<file path="src/rtl/pipe_stage_reg.sv">
// rtl/pipe_stage_reg.sv - pipeline stage register with valid/ready, flush, optional skid buffer
//
// Parameters:
//   WIDTH  payload width (>= 1)
//   SKID   0: single register, combinational in_ready
//          1: main + skid register, in_ready driven from a flop
//   CNT_W  width of the saturating bubble counter
//
// Ports:
//   clk         rising-edge clock
//   reset       asynchronous active-high reset
//   flush       synchronous kill of all held entries
//   in_valid    upstream offers in_data
//   in_ready    stage accepts in_data this cycle
//   in_data     upstream payload
//   out_valid   stage holds a valid payload
//   out_ready   downstream accepts out_data
//   out_data    held payload (only changes when a payload is loaded)
//   bubble_cnt  saturating count of edges with out_valid low

module pipe_stage_reg #(
    parameter int WIDTH = 64,
    parameter int SKID  = 0,
    parameter int CNT_W = 32
) (
    input  logic             clk,
    input  logic             reset,
    input  logic             flush,
    input  logic             in_valid,
    output logic             in_ready,
    input  logic [WIDTH-1:0] in_data,
    output logic             out_valid,
    input  logic             out_ready,
    output logic [WIDTH-1:0] out_data,
    output logic [CNT_W-1:0] bubble_cnt
);

    typedef enum logic [1:0] {
        ST_EMPTY = 2'd0,
        ST_ONE   = 2'd1,
        ST_TWO   = 2'd2
    } state_t;

    // Bubble counter: counts idle output cycles, sticks at all-ones, survives flush.
    logic [CNT_W-1:0] cnt_q;

    always_ff @(posedge clk or posedge reset) begin
        if (reset) begin
            cnt_q <= '0;
        end else if (!out_valid && (cnt_q != '1)) begin
            cnt_q <= cnt_q + CNT_W'(1);
        end
    end

    assign bubble_cnt = cnt_q;

    if (SKID == 0) begin : g_plain

        logic             valid_q;
        logic [WIDTH-1:0] data_q;

        // Direct stall path: an empty stage or a draining stage can take new data.
        assign in_ready  = out_ready | ~valid_q;
        assign out_valid = valid_q;
        assign out_data  = data_q;

        always_ff @(posedge clk or posedge reset) begin
            if (reset) begin
                valid_q <= 1'b0;
                data_q  <= '0;
            end else if (flush) begin
                valid_q <= 1'b0;
            end else if (in_ready) begin
                valid_q <= in_valid;
                if (in_valid) begin
                    data_q <= in_data;
                end
            end
        end

    end else begin : g_skid

        state_t           state_q;
        logic             valid_q;
        logic             ready_q;
        logic [WIDTH-1:0] main_q;
        logic [WIDTH-1:0] skid_q;

        assign in_ready  = ready_q;
        assign out_valid = valid_q;
        assign out_data  = main_q;

        // valid_q and ready_q are kept as flops alongside the state so that
        // neither output has a combinational path from out_ready.
        // In EMPTY and ONE the stage is always ready, so in_valid alone
        // marks an input transfer there.
        always_ff @(posedge clk or posedge reset) begin
            if (reset) begin
                state_q <= ST_EMPTY;
                valid_q <= 1'b0;
                ready_q <= 1'b1;
                main_q  <= '0;
                skid_q  <= '0;
            end else if (flush) begin
                state_q <= ST_EMPTY;
                valid_q <= 1'b0;
                ready_q <= 1'b1;
            end else begin
                case (state_q)
                    ST_EMPTY: begin
                        if (in_valid) begin
                            main_q  <= in_data;
                            state_q <= ST_ONE;
                            valid_q <= 1'b1;
                        end
                    end
                    ST_ONE: begin
                        case ({in_valid, out_ready})
                            2'b11: main_q <= in_data;
                            2'b10: begin
                                // Downstream stalled: park the in-flight payload.
                                skid_q  <= in_data;
                                state_q <= ST_TWO;
                                ready_q <= 1'b0;
                            end
                            2'b01: begin
                                state_q <= ST_EMPTY;
                                valid_q <= 1'b0;
                            end
                            default: ;
                        endcase
                    end
                    ST_TWO: begin
                        if (out_ready) begin
                            main_q  <= skid_q;
                            state_q <= ST_ONE;
                            ready_q <= 1'b1;
                        end
                    end
                    default: begin
                        state_q <= ST_EMPTY;
                        valid_q <= 1'b0;
                        ready_q <= 1'b1;
                    end
                endcase
            end
        end

    end

endmodule

</file>
<file path="config.mk">
export PLATFORM = sky130hd
export DESIGN_NAME = pipe_stage_reg
export DESIGN_NICKNAME = d
export VERILOG_FILES = /design/src/rtl/pipe_stage_reg.sv
export SDC_FILE = /design/constraint.sdc
export NUM_CORES = 1
export LEC_CHECK = 0
export BUFFER_PORTS_ARGS = -buffer_cell sky130_fd_sc_hd__buf_2
export CORE_MARGIN = 2
export CORE_UTILIZATION = 35
export CTS_CLUSTER_DIAMETER = 100
export DETAILED_ROUTE_END_ITERATION = 8
export GPL_TIMING_DRIVEN = 0
export SLEW_MARGIN = 40
export SYNTH_ARGS = -nofsm -noshare
export SYNTH_HDL_FRONTEND = slang
export SYNTH_SLANG_ARGS = --single-unit
</file>
<file path="constraint.sdc">
create_clock -name clk -period 3.4 [get_ports clk]
set_input_delay 0.51 -clock clk [delete_from_list [all_inputs] [get_ports clk]]
set_output_delay 0.51 -clock clk [all_outputs]
set_load 0.01 [all_outputs]
</file>
==> results.py <==
metrics = {
    "drt": {
        "via_per_inst": 4.73,
        "remaining_drc_errors": 0,
        "num_vias": 2810,
        "drt_wl_total_um": 8560,
        "wl_per_cell_um": 14.4,
        "firstDrtPassIters": 4,
        "ant_nets": 0,
        "drt_iter0_markers": 75,
    },
    "worst_setup_path": {
        "worstPathCellList": "nor2b_1 -> nor3b_1 -> clkbuf_1 -> buf_2 -> mux2_2",
        "worstPathRequired_ns": 3.65,
        "worst_setup_path_end_kind": "flip-flop",
        "slowest_delay_ns": 0.45,
        "cp_slowest_cell": "dfrtp_1",
        "critical_path_class": "flip-flop to flip-flop",
        "crit_path_start_kind": "flip-flop",
        "reg2reg_from": "out_valid",
        "crit_path_max_fanout": 10,
        "crit_arrival_ns": 2.34,
        "cp-startpoint": "out_valid",
    },
    "clocking": {
        "clockBufferDepth": 2,
        "clock-sinks": 97,
        "postCtsHoldBufs": 0,
        "htreeDepth": 3,
        "post_cts_buffers": 0,
        "cts_root_buf": "clkbuf_8",
        "path_clk_slew_ns": 0.09,
        "numCtsBuffers": 9,
        "clk_latency_ns": 0.37,
        "cts_tree": "yes",
        "cts_resized": 0,
    },
    "timing": {
        "drv_slew": 0,
        "finalHoldViolCount": 0,
        "max_slew_margin_pct": 66.4,
        "setup_violations": 0,
        "skew_ns": 0.00677,
        "fmax_mhz": 478,
        "fin_crit_sh_pct": 61.6,
        "setup_tns_ns": 0,
        "tightest_slew_ns": 0.500,
        "rsz0062_at_grt": "false",
        "fin_crit_ns": 2.09,
    },
    "global_route": {
        "antenna_found_initial": 0,
        "overflow": 0,
        "grt_pass1_wl_um": 13400,
        "grt_max_degree": 51,
        "grt_usage_pct": 14.6,
        "first_global_vias": 2820,
    },
    "synthesis": {
        "syn_avg_cell_area_um2": 14.3,
        "synth.most_common_cell": "dfrtp_1",
        "synth_ff_type": "dfrtp_1",
        "ys_types": 27,
        "synth_cells": 273,
        "yosysWarnings": 0,
        "synth_seq_cells": 97,
        "syn_area_mm2": 0.00390,
        "yosysTopAreaCellShare_pct": 62.2,
        "ys_seq_area_share_pct": 62.2,
        "synth_edf_count": 0,
        "synth_nets": 343,
        "async_flop_share_pct": 100,
        "synth_top_area_cell": "dfrtp_1",
        "synth_area_leaders": "dfrtp_1, mux2_2, xnor2_1",
        "synth_common_cells": "dfrtp_1, mux2_2, xnor2_1, nand3_1, nand4_1",
    },
    "placement": {
        "place.port_buffers": 166,
        "place.gp.congestion": 0.749,
        "dp_hpwl_um": 6580,
        "dpl-instance-area_mm2": 0.00495,
    },
    "status": {
        "status": "finished clean",
    },
    "finish": {
        "multiInputGateArea_mm2": 0.00143,
        "seqCellArea_mm2": 0.00243,
        "antennaDiodeCount": 0,
        "num-fill-cells": 1023,
        "fin_nets": 521,
        "drive_gt1_share_pct": 56.8,
        "syn2layout_area_growth_pct": 31.0,
        "fin_area_mm2": 0.00511,
        "final_util_pct": 47.2,
    },
    "floorplanning": {
        "coreArea_mm2": 0.0108,
        "dieWidth_um": 110,
        "initial_core_util_pct": 36.0,
        "io_pins": 167,
        "die_height_um": 110,
        "rows": 38,
        "die-area_mm2": 0.0120,
    },
    "power_and_ir_drop": {
        "power-per-cell-area_mw_per_mm2": 530,
        "vdd_drop_max_uv": 248,
        "leakage_nw": 2.55,
        "total_power_w": 0.00271,
    },
    "worst_hold_path": {
        "hold_path_class": "input port to asynchronous set/reset pin",
    },
    "job": {
        "maxCapViolations": 0,
    },
}
-- registers in the layout, indices dropped and copies added (netlist names) --
name / flops
out_data: 64
bubble_cnt: 32
out_valid: 1
-- where the power goes --
part | internal, W | switching, W | total [W]
clock network | 0.000295 | 0.000378 | 0.000673
registers | 0.00133 | 0.000119 | 0.00145
logic | 0.000303 | 0.000288 | 0.000591
total | 0.00192 | 0.000784 | 0.00271
-- layout make-up --
cell class / instances / share of cell area [%]
tap: 140 / 3.42
timing repair buffer: 167 / 16.8
sequential: 97 / 47.5
multi-input combinational: 166 / 28.0
inverter: 3 / 0.367
buffer: 7 / 0.660
clock inverter: 3 / 0.342
clock buffer: 11 / 2.96
-- cells in the final DEF, fill, tap and decap left out --
| cell | synthesis | layout |
|---|---|---|
| a21boi_0 | 1 | 1 |
| a31oi_1 | 1 | 1 |
| and3_1 | 9 | 9 |
| and3_2 | 1 | 1 |
| and4_1 | 2 | 2 |
| and4_2 | 1 | 1 |
| buf_16 | 0 | 1 |
| buf_2 | 6 | 172 |
| clkbuf_1 | 1 | 1 |
| clkbuf_8 | 0 | 11 |
| clkinv_2 | 0 | 2 |
| clkinvlp_4 | 0 | 1 |
| dfrtp_1 | 97 | 97 |
| ha_1 | 1 | 1 |
| inv_1 | 3 | 2 |
| inv_8 | 0 | 1 |
| mux2_2 | 65 | 65 |
| nand2_1 | 11 | 11 |
| nand3_1 | 14 | 14 |
| nand4_1 | 12 | 12 |
| nor2_1 | 7 | 7 |
| nor2b_1 | 1 | 1 |
| nor3_1 | 2 | 2 |
| nor3b_1 | 1 | 1 |
| nor4_1 | 1 | 1 |
| nor4_4 | 1 | 1 |
| o2111a_1 | 1 | 1 |
| o211a_4 | 1 | 1 |
| o211ai_1 | 1 | 1 |
| or4_4 | 1 | 1 |
| xnor2_1 | 22 | 22 |
| xor2_1 | 9 | 9 |
-- worst paths after layout --
kind                       slack, ns              to  depth (start not counted)
setup reg to reg                1.31    out_data[54]                          5
setup / recovery                1.31    out_data[54]                          5
min in group clk                0.30       out_valid                          2
hold / removal                  0.14    out_data[16]                          2
hold reg to reg                 0.50   bubble_cnt[8]                          1
max in group asynchronous       2.72  bubble_cnt[11]                          3
-- metal layers --
metal  GRT usage, %  share of wire [%]
met5              0                  0
met4           6.78                2.0
met3           5.45                 11
met2           24.0                 46
met1           17.0                 41
-- stage by stage --
step / setup slack (ns) / instances / hold slack, ns
2_1_floorplan: 0.356 / 273 / 0.522
3_3_place_gp: -0.804 / 579 / 0.484
3_5_place_dp: 1.25 / 580 / 0.489
4_1_cts: 1.24 / 594 / 0.131
5_1_grt: 1.15 / 594 / 0.146
6_report: 1.31 / 594 / 0.135
-- critical path: cells and delay by family, from the launching register on --
kind / cells / cell delay, ns
DFF: 1 / 0.45
buffers and inverters: 2 / 0.78
muxes: 1 / 0.37
and+or+nand+nor: 2 / 0.37
-- cell families after synthesis --
logic type | Yosys count | share of synthesized area, %
compound gates | 5 | 1.28
buf+inv | 10 | 1.15
fa+ha+maj | 1 | 0.320
xor+xnor | 31 | 6.95
simple gates | 64 | 9.39
mux | 65 | 18.7
flops | 97 | 62.2
(Power assumes the default switching activity.)
